File: config.mk
export PLATFORM = sky130hd
export DESIGN_NAME = tholin_5401_bus_responder_flat
export DESIGN_NICKNAME = d
export VERILOG_FILES = /design/src/rtl/tholin_5401_bus_responder_pkg.sv /design/src/rtl/tholin_5401_bus_responder_if.sv /design/src/rtl/tholin_5401_bus_responder_nibble_mem.sv /design/src/rtl/tholin_5401_bus_responder.sv /design/src/flat_wrapper.sv
export SDC_FILE = /design/constraint.sdc
export NUM_CORES = 1
export LEC_CHECK = 0
export BUFFER_PORTS_ARGS = -buffer_cell sky130_fd_sc_hd__buf_2
export CELL_PAD_IN_SITES_DETAIL_PLACEMENT = 0
export CELL_PAD_IN_SITES_GLOBAL_PLACEMENT = 1
export CORE_AREA = 2 2 276 387
export CTS_CLUSTER_SIZE = 20
export DETAILED_ROUTE_END_ITERATION = 10
export DIE_AREA = 0 0 278 389
export PLACE_DENSITY = 0.73
export SETUP_SLACK_MARGIN = 0.4
export SLEW_MARGIN = 20
export SYNTH_ARGS = -nofsm -noshare
export SYNTH_HDL_FRONTEND = slang
export SYNTH_SLANG_ARGS = --single-unit
File: constraint.sdc
create_clock -name CLK -period 2.5 [get_ports CLK]
set_input_delay 0.125 -clock CLK [delete_from_list [all_inputs] [get_ports CLK]]
set_output_delay 0.125 -clock CLK [all_outputs]
set_load 0.005 [all_outputs]
File: src/rtl/tholin_5401_bus_responder_pkg.sv
// Shared definitions for the 5401 bus responder.
//   - Op codes carried in bus_out[7:5].
//   - Bit positions of the bus fields.
//   - Read FSM state encoding.
//   - Odd-parity helper used when TH5401_RESP_PARITY_EN is defined.
package tholin_5401_bus_pkg;

    localparam logic [2:0] OP_NOP      = 3'd0;
    localparam logic [2:0] OP_ADDR_LD  = 3'd1;
    localparam logic [2:0] OP_RD       = 3'd2;
    localparam logic [2:0] OP_WR       = 3'd3;
    localparam logic [2:0] OP_ADDR_CLR = 3'd4;
    localparam logic [2:0] OP_FLAG_CLR = 3'd5;

    localparam int OP_HI   = 7;
    localparam int OP_LO   = 5;
    localparam int STB_BIT = 4;

    typedef enum logic {
        S_IDLE = 1'b0,
        S_BUSY = 1'b1
    } state_e;

    // Odd parity: 1 when the nibble holds an even number of ones.
    function automatic logic odd_parity(input logic [3:0] d);
        return ~^d;
    endfunction

endpackage

File: src/rtl/tholin_5401_bus_responder_if.sv
// Bus between the 5401 CPU and the nibble responder.
//   bus_out : CPU -> responder, {op[7:5], STB[4], payload[3:0]}
//   data_in : responder -> CPU, read nibble
//   EF0     : responder -> CPU, ready (1 = idle)
//   EF1     : responder -> CPU, wrap flag or data parity
// master = CPU side, slave = responder side.
interface tholin_5401_bus_responder_if;
    logic [7:0] bus_out;
    logic [3:0] data_in;
    logic       EF0;
    logic       EF1;

    modport master (output bus_out, input data_in, input EF0, input EF1);
    modport slave  (input bus_out, output data_in, output EF0, output EF1);
endinterface

File: src/rtl/tholin_5401_bus_responder_nibble_mem.sv
// 2^ADDR_W x 4 nibble store: synchronous write, combinational read.
// Contents are deliberately not reset.
//   clk_i   : clock
//   we_i    : write enable
//   addr_i  : shared read/write address
//   wdata_i : write nibble
//   rdata_o : nibble at addr_i
module tholin_5401_nibble_mem #(
    parameter int ADDR_W = 8
) (
    input  logic              clk_i,
    input  logic              we_i,
    input  logic [ADDR_W-1:0] addr_i,
    input  logic [3:0]        wdata_i,
    output logic [3:0]        rdata_o
);

    logic [3:0] mem_q [2**ADDR_W];

    // Write port.
    always_ff @(posedge clk_i) begin
        if (we_i) begin
            mem_q[addr_i] <= wdata_i;
        end
    end

    assign rdata_o = mem_q[addr_i];

endmodule

File: src/rtl/tholin_5401_bus_responder.sv
// Nibble-memory responder on the 5401 CPU output bus.
//   CLK : clock, rising edge
//   RST : asynchronous active-high reset
//   bus : slave side of tholin_5401_bus_responder_if
// Optional macro TH5401_RESP_PARITY_EN: EF1 carries odd parity of data_in
// instead of the sticky address-wrap flag.
module tholin_5401_bus_responder
    import tholin_5401_bus_pkg::*;
#(
    parameter int ADDR_W   = 8,
    parameter int READ_LAT = 2
) (
    input  logic                         CLK,
    input  logic                         RST,
    tholin_5401_bus_responder_if.slave   bus
);

    logic [2:0]        op_s;
    logic [3:0]        payload_s;
    logic              stb_evt_s;
    logic              stb_q;
    state_e            state_q, state_d;
    logic [3:0]        cnt_q, cnt_d;
    logic [ADDR_W-1:0] addr_q, addr_d, addr_inc_s;
    logic              inc_carry_s;
    logic [3:0]        data_q, data_d;
    logic              ef0_q, ef1_q, ef1_d;
    logic [3:0]        mem_rdata_s;
    logic              rd_start_s, rd_done_s, wr_en_s, ld_en_s, aclr_en_s, fclr_en_s;

    assign op_s      = bus.bus_out[OP_HI:OP_LO];
    assign payload_s = bus.bus_out[3:0];
    // Rising edge of STB; a held strobe yields a single event.
    assign stb_evt_s = bus.bus_out[STB_BIT] & ~stb_q;
    assign {inc_carry_s, addr_inc_s} = {1'b0, addr_q} + {{ADDR_W{1'b0}}, 1'b1};

    tholin_5401_nibble_mem #(.ADDR_W(ADDR_W)) u_mem (
        .clk_i   (CLK),
        .we_i    (wr_en_s),
        .addr_i  (addr_q),
        .wdata_i (payload_s),
        .rdata_o (mem_rdata_s)
    );

    // FSM state register.
    always_ff @(posedge CLK or posedge RST) begin
        if (RST) begin
            state_q <= S_IDLE;
        end else begin
            state_q <= state_d;
        end
    end

    // FSM next state: BUSY exits when the latency counter has run out.
    always_comb begin
        state_d = state_q;
        case (state_q)
            S_IDLE: begin
                if (stb_evt_s && (op_s == OP_RD)) state_d = S_BUSY;
                else                               state_d = S_IDLE;
            end
            S_BUSY: begin
                if (cnt_q == 4'd0) state_d = S_IDLE;
                else               state_d = S_BUSY;
            end
            default: state_d = S_IDLE;
        endcase
    end

    // FSM outputs: command decode only in IDLE, so strobes while BUSY are dropped.
    always_comb begin
        rd_start_s = 1'b0;
        rd_done_s  = 1'b0;
        wr_en_s    = 1'b0;
        ld_en_s    = 1'b0;
        aclr_en_s  = 1'b0;
        fclr_en_s  = 1'b0;
        case (state_q)
            S_IDLE: begin
                if (stb_evt_s) begin
                    case (op_s)
                        OP_ADDR_LD:  ld_en_s    = 1'b1;
                        OP_RD:       rd_start_s = 1'b1;
                        OP_WR:       wr_en_s    = 1'b1;
                        OP_ADDR_CLR: aclr_en_s  = 1'b1;
                        OP_FLAG_CLR: fclr_en_s  = 1'b1;
                        default:     rd_start_s = 1'b0;
                    endcase
                end else begin
                    rd_start_s = 1'b0;
                end
            end
            S_BUSY: rd_done_s = (cnt_q == 4'd0);
            default: rd_done_s = 1'b0;
        endcase
    end

    // Datapath next state: address, latency counter, read data.
    always_comb begin
        addr_d = addr_q;
        cnt_d  = cnt_q;
        data_d = data_q;
        if (rd_start_s) begin
            cnt_d = 4'(READ_LAT - 1);
        end else if (cnt_q != 4'd0) begin
            cnt_d = cnt_q - 4'd1;
        end else begin
            cnt_d = cnt_q;
        end
        if (rd_done_s) begin
            data_d = mem_rdata_s;
            addr_d = addr_inc_s;
        end else if (wr_en_s) begin
            addr_d = addr_inc_s;
        end else if (ld_en_s) begin
            // Shift the nibble in from the bottom; the top nibble falls off.
            addr_d = ADDR_W'({addr_q, payload_s});
        end else if (aclr_en_s) begin
            addr_d = {ADDR_W{1'b0}};
        end else begin
            addr_d = addr_q;
        end
    end

    // EF1 next value: parity of the outgoing data, or the sticky wrap flag.
    always_comb begin
        ef1_d = ef1_q;
`ifdef TH5401_RESP_PARITY_EN
        ef1_d = odd_parity(data_d);
`else
        if (aclr_en_s || fclr_en_s) begin
            ef1_d = 1'b0;
        end else if ((rd_done_s || wr_en_s) && inc_carry_s) begin
            ef1_d = 1'b1;
        end else begin
            ef1_d = ef1_q;
        end
`endif
    end

    // Datapath and output registers.
    always_ff @(posedge CLK or posedge RST) begin
        if (RST) begin
            stb_q  <= 1'b0;
            cnt_q  <= 4'd0;
            addr_q <= {ADDR_W{1'b0}};
            data_q <= 4'd0;
            ef0_q  <= 1'b1;
`ifdef TH5401_RESP_PARITY_EN
            ef1_q  <= 1'b1;
`else
            ef1_q  <= 1'b0;
`endif
        end else begin
            stb_q  <= bus.bus_out[STB_BIT];
            cnt_q  <= cnt_d;
            addr_q <= addr_d;
            data_q <= data_d;
            ef0_q  <= (state_d == S_IDLE);
            ef1_q  <= ef1_d;
        end
    end

    assign bus.data_in = data_q;
    assign bus.EF0     = ef0_q;
    assign bus.EF1     = ef1_q;

endmodule
File: src/flat_wrapper.sv
// flat-port wrapper written by rule: the top's interface ports become plain ports
module tholin_5401_bus_responder_flat import tholin_5401_bus_pkg::*;
#(
    parameter int ADDR_W   = 8,
    parameter int READ_LAT = 2
)
  (CLK, RST, bus_bus_out, bus_data_in, bus_EF0, bus_EF1);
  tholin_5401_bus_responder_if bus_i ();
  input  logic CLK;
  input  logic RST;
  input wire logic [$bits(bus_i.bus_out)-1:0] bus_bus_out;
  output wire logic [$bits(bus_i.data_in)-1:0] bus_data_in;
  output wire logic [$bits(bus_i.EF0)-1:0] bus_EF0;
  output wire logic [$bits(bus_i.EF1)-1:0] bus_EF1;
  assign bus_i.bus_out = bus_bus_out;
  assign bus_data_in = bus_i.data_in;
  assign bus_EF0 = bus_i.EF0;
  assign bus_EF1 = bus_i.EF1;
  tholin_5401_bus_responder #(.ADDR_W(ADDR_W), .READ_LAT(READ_LAT)) u_core (.CLK(CLK), .RST(RST), .bus(bus_i));
endmodule
==> metrics.txt <==
# TYPE chip_impl_metric gauge
chip_impl_metric{name="worst_clock_skew",unit="ns"} 0.0382
chip_impl_metric{name="setup.reg_to_reg.worst_slack",unit="ns"} -0.29
chip_impl_metric{name="synthesis.area",unit="um^2"} 41600
chip_impl_metric{name="drt_iter0_markers",unit=""} 2430
chip_impl_info{name="startpoint_type",value="register"} 1
chip_impl_metric{name="total_die_area",unit="um^2"} 108000
chip_impl_info{name="worst_hold_path_type",value="input port to asynchronous set/reset pin"} 1
chip_impl_metric{name="grt_antenna_before_repair",unit=""} 0
chip_impl_metric{name="pwr_density_cell",unit="nW/um^2"} 915
chip_impl_metric{name="routability_congestion_estimate",unit=""} 0.907
chip_impl_info{name="failed_checks",value="setup timing"} 1
chip_impl_metric{name="required",unit="ns"} 3.08
chip_impl_metric{name="hold_viol_final",unit=""} 0
chip_impl_info{name="setup.worst_path.end_class",value="register"} 1
chip_impl_metric{name="std_cell_rows",unit=""} 141
chip_impl_metric{name="final_critical_path_setup_slack",unit="ns"} -0.294
chip_impl_metric{name="drtAntennaViolNets",unit=""} 0
chip_impl_metric{name="hold-worst-slack",unit="ns"} 0.118
chip_impl_metric{name="clk_pin_slew",unit="ns"} 0.07
chip_impl_metric{name="fmax",unit="MHz"} 358
chip_impl_metric{name="drt_first_pass_iters",unit=""} 7
chip_impl_metric{name="fp.dieW",unit="um"} 278
chip_impl_metric{name="post-dp-hpwl",unit="um"} 79500
chip_impl_metric{name="non_filler_cells_in_the_finished_layout",unit=""} 4119
chip_impl_info{name="final_cell_mix",value="1024 x edfxtp_1, 305 x buf_4, 231 x mux4_2, 187 x nor2_4, 98 x buf_6"} 1
chip_impl_metric{name="timing.critical_path.arrival",unit="ns"} 3.37
chip_impl_metric{name="vdd.ir_drop.worst",unit="mV"} 0.553
chip_impl_metric{name="buffer_ports.inserted",unit=""} 15
chip_impl_info{name="root_buffer_cell",value="clkbuf_16"} 1
chip_impl_metric{name="cts_buf_count",unit=""} 91
chip_impl_metric{name="timing_max_transition_violations_final",unit=""} 0
chip_impl_info{name="synth_ff_type",value="edfxtp_1"} 1
chip_impl_metric{name="async_reset_ff_share",unit="%"} 1.92
chip_impl_metric{name="final_min_period_over_clock_period",unit="%"} 112
chip_impl_metric{name="remaining_drcs",unit=""} 0
chip_impl_metric{name="starting_density_of_the_core",unit="%"} 39.6
chip_impl_metric{name="clock_latency_reported_for_the_late_side_of_the_worst_skew_pair",unit="ns"} 0.69
chip_impl_metric{name="layout-area-overhead-vs-synth",unit="%"} 29.1
chip_impl_metric{name="synthesis_stage_register_bit_count",unit=""} 1044
chip_impl_metric{name="routed_via_density",unit=""} 5.74
chip_impl_metric{name="postLayoutCoreUtil",unit="%"} 51.1
chip_impl_metric{name="drt-total-wl",unit="um"} 119000
chip_impl_metric{name="average_cell_area_after_synthesis",unit="um^2"} 19.0
chip_impl_metric{name="total_leakage_power",unit="nW"} 16.8
chip_impl_metric{name="antenna-diode-count",unit=""} 0
chip_impl_metric{name="first_global_vias",unit=""} 24300
chip_impl_metric{name="wl_per_cell",unit="um"} 29.0
chip_impl_info{name="cts_tree",value="yes"} 1
chip_impl_metric{name="cp_max_fo",unit=""} 6
chip_impl_metric{name="fraction_of_final_layout_cells_sized_beyond_drive_strength_1",unit="%"} 44.2
chip_impl_info{name="layout.cells.most_common",value="edfxtp_1"} 1
chip_impl_metric{name="worst_reg_to_reg_path_cell_count",unit=""} 9
chip_impl_metric{name="post_synth_inst_count",unit=""} 2192
chip_impl_metric{name="num-fill-cells",unit=""} 8027
chip_impl_metric{name="die_h",unit="um"} 389
chip_impl_info{name="regToRegStartpoint",value="u_core.addr_q[0]"} 1
chip_impl_metric{name="via_count",unit=""} 23600
chip_impl_info{name="grt_setup_unrepaired",value="yes"} 1
chip_impl_metric{name="total_global_routing_track_utilization",unit="%"} 21.7
chip_impl_metric{name="io_pins",unit=""} 16
chip_impl_metric{name="worstMarginPinSlew",unit="ns"} 0.768
chip_impl_metric{name="core_area",unit="um^2"} 105000
chip_impl_metric{name="synth_enable_flop_cells",unit=""} 1024
chip_impl_metric{name="yosysUniqueCellTypes",unit=""} 60
chip_impl_metric{name="mappedNetlistNets",unit=""} 2208
chip_impl_metric{name="grt_first_pass_wirelength",unit="um"} 170000
chip_impl_metric{name="finish.net_count",unit=""} 2709
chip_impl_metric{name="fin_crit",unit="ns"} 2.79
chip_impl_metric{name="max-clock-path-buffers",unit=""} 3
chip_impl_info{name="r2r_end",value="u_core.bus.data_in[0]"} 1
chip_impl_metric{name="count_of_synthesis_stage_warnings_from_yosys",unit=""} 0
chip_impl_metric{name="cts_sinks",unit=""} 1044
chip_impl_metric{name="grt-ovfl-total",unit=""} 0
chip_impl_info{name="path_class",value="register to register"} 1
chip_impl_metric{name="slew_headroom",unit="%"} 48.4
chip_impl_info{name="run_status",value="finished, violations left"} 1
chip_impl_metric{name="reported_max_cap_violation_count",unit=""} 0
chip_impl_metric{name="h-tree-depth",unit=""} 3
chip_impl_metric{name="report.power.total",unit="mW"} 49.1
chip_impl_metric{name="synth.yosys.seq_area_share",unit="%"} 75.2
chip_impl_metric{name="grt_start_max_net_pins",unit=""} 109
chip_impl_metric{name="finalSetupViolations",unit=""} 4
chip_impl_metric{name="placedCellCount",unit=""} 3846
[worst max-delay path by stage]
stage / slack (ns) / to / cells past startpoint / from
6_report: -0.29 / u_core.bus.data_in[0] / 9 / u_core.addr_q[0]
5_1_grt: -0.36 / u_core.bus.data_in[2] / 10 / u_core.addr_q[0]
4_1_cts: -0.30 / u_core.bus.data_in[3] / 8 / u_core.addr_q[0]
3_5_place_dp: -0.54 / u_core.bus.data_in[2] / 9 / u_core.addr_q[0]
3_3_place_gp: -0.51 / u_core.bus.data_in[1] / 12 / u_core.addr_q[0]
2_1_floorplan: 0.12 / u_core.bus.data_in[0] / 9 / u_core.addr_q[0]
[critical path, cell delays in order (launching register included)]
cell and delay (ns):
dfrtp_4 0.52, buf_12 0.13, clkbuf_16 0.14, buf_6 0.14, mux4_2 0.51, a22oi_2 0.23
a21oi_2 0.12, or4_4 0.56, a22oi_2 0.21, a21oi_1 0.10
[per-layer routing]
metal	vias to the layer above	GRT usage, %	routed length [um]
li1	9937	-	-
met1	12300	25.8	42300
met2	1099	38.5	61700
met3	312	3.00	7700
met4	0	11.0	7610
met5	-	0	0
[power breakdown]
| part | switching, mW | internal, mW |
|---|---|---|
| clock network | 6.31 | 7.74 |
| registers | 0.215 | 19.3 |
| logic | 8.07 | 7.46 |
[metrics by stage]
stage / worst slack (ns) / instance area, um^2 / TNS (ns)
5_1_grt: -0.358 / 53700 / -1.21
3_5_place_dp: -0.537 / 47800 / -29.48
6_report: -0.294 / 53700 / -0.955
2_1_floorplan: 0.116 / 43100 / 0
4_1_cts: -0.299 / 52400 / -0.878
3_3_place_gp: -0.511 / 47800 / -25.11
[kinds of logic after synthesis]
kind of cell | Yosys count | synth area share (%)
AND/OR/NAND/NOR | 527 | 5.39
XOR/XNOR | 2 | 0.0421
AO/OA/AOI/OAI | 173 | 2.93
multiplexers | 301 | 14.4
buffers and inverters | 139 | 1.91
flip-flops | 1044 | 75.2
adder cells (fa/ha/maj) | 6 | 0.181
[synth_stat cells (4+ instances only)]
cell type | count | share of area (%)
a22oi_1 | 47 | 0.85
nand3_1 | 52 | 0.63
and3_1 | 5 | 0.075
nor3b_1 | 4 | 0.072
buf_2 | 31 | 0.37
a221o_1 | 4 | 0.096
nor2b_1 | 12 | 0.18
inv_1 | 6 | 0.054
mux4_1 | 6 | 0.38
nand4_1 | 18 | 0.27
mux2i_1 | 61 | 1.5
a221oi_1 | 5 | 0.11
and2_1 | 6 | 0.090
a41oi_1 | 4 | 0.084
nand2_1 | 105 | 0.95
nor2_1 | 286 | 2.6
clkbuf_1 | 50 | 0.45
a21oi_1 | 30 | 0.36
a2111oi_0 | 6 | 0.13
nor3_1 | 17 | 0.20
dfrtp_1 | 19 | 1.1
buf_4 | 26 | 0.47
a31oi_1 | 6 | 0.090
a211oi_1 | 5 | 0.090
a32oi_1 | 5 | 0.11
edfxtp_1 | 1024 | 74
nand2b_1 | 7 | 0.11
a22o_1 | 5 | 0.11
ha_1 | 6 | 0.18
buf_6 | 15 | 0.41
mux2_2 | 5 | 0.14
buf_1 | 7 | 0.063
mux4_2 | 229 | 12
nor4_1 | 6 | 0.090
o22ai_1 | 18 | 0.27
o21ai_0 | 17 | 0.20
[registers in the layout (all words and copies together), names as in the netlist]
signal / flops
u_core.stb_q: 1
u_core.bus.EF1: 1
u_core.bus.EF0: 1
u_core.cnt_q: 4
u_core.u_mem.mem_q: 1024
u_core.state_q: 1
u_core.addr_q: 8
u_core.bus.data_in: 4
[area by class of cell]
cell class                 instances  area (um^2)  area share (%)
clock inverter                    55          528           0.984
tap                             1358         1700            3.17
multi-input combinational       1014        12000            22.4
sequential                      1044        31300            58.2
timing repair buffer             534         5740            10.7
clock buffer                     106         2380            4.43
inverter                           8         55.1           0.103
[timing repair]
action                                   CTS  global route
resized for setup                        227           208
pin swaps                                 83            94
cloned                                     7             5
endpoints found under the hold margin    237             0
buffers inserted                          61            30
endpoints found under the setup margin  1036          1039
hold buffers                               9             0
Note: power is estimated with default switching activity, not from simulation.
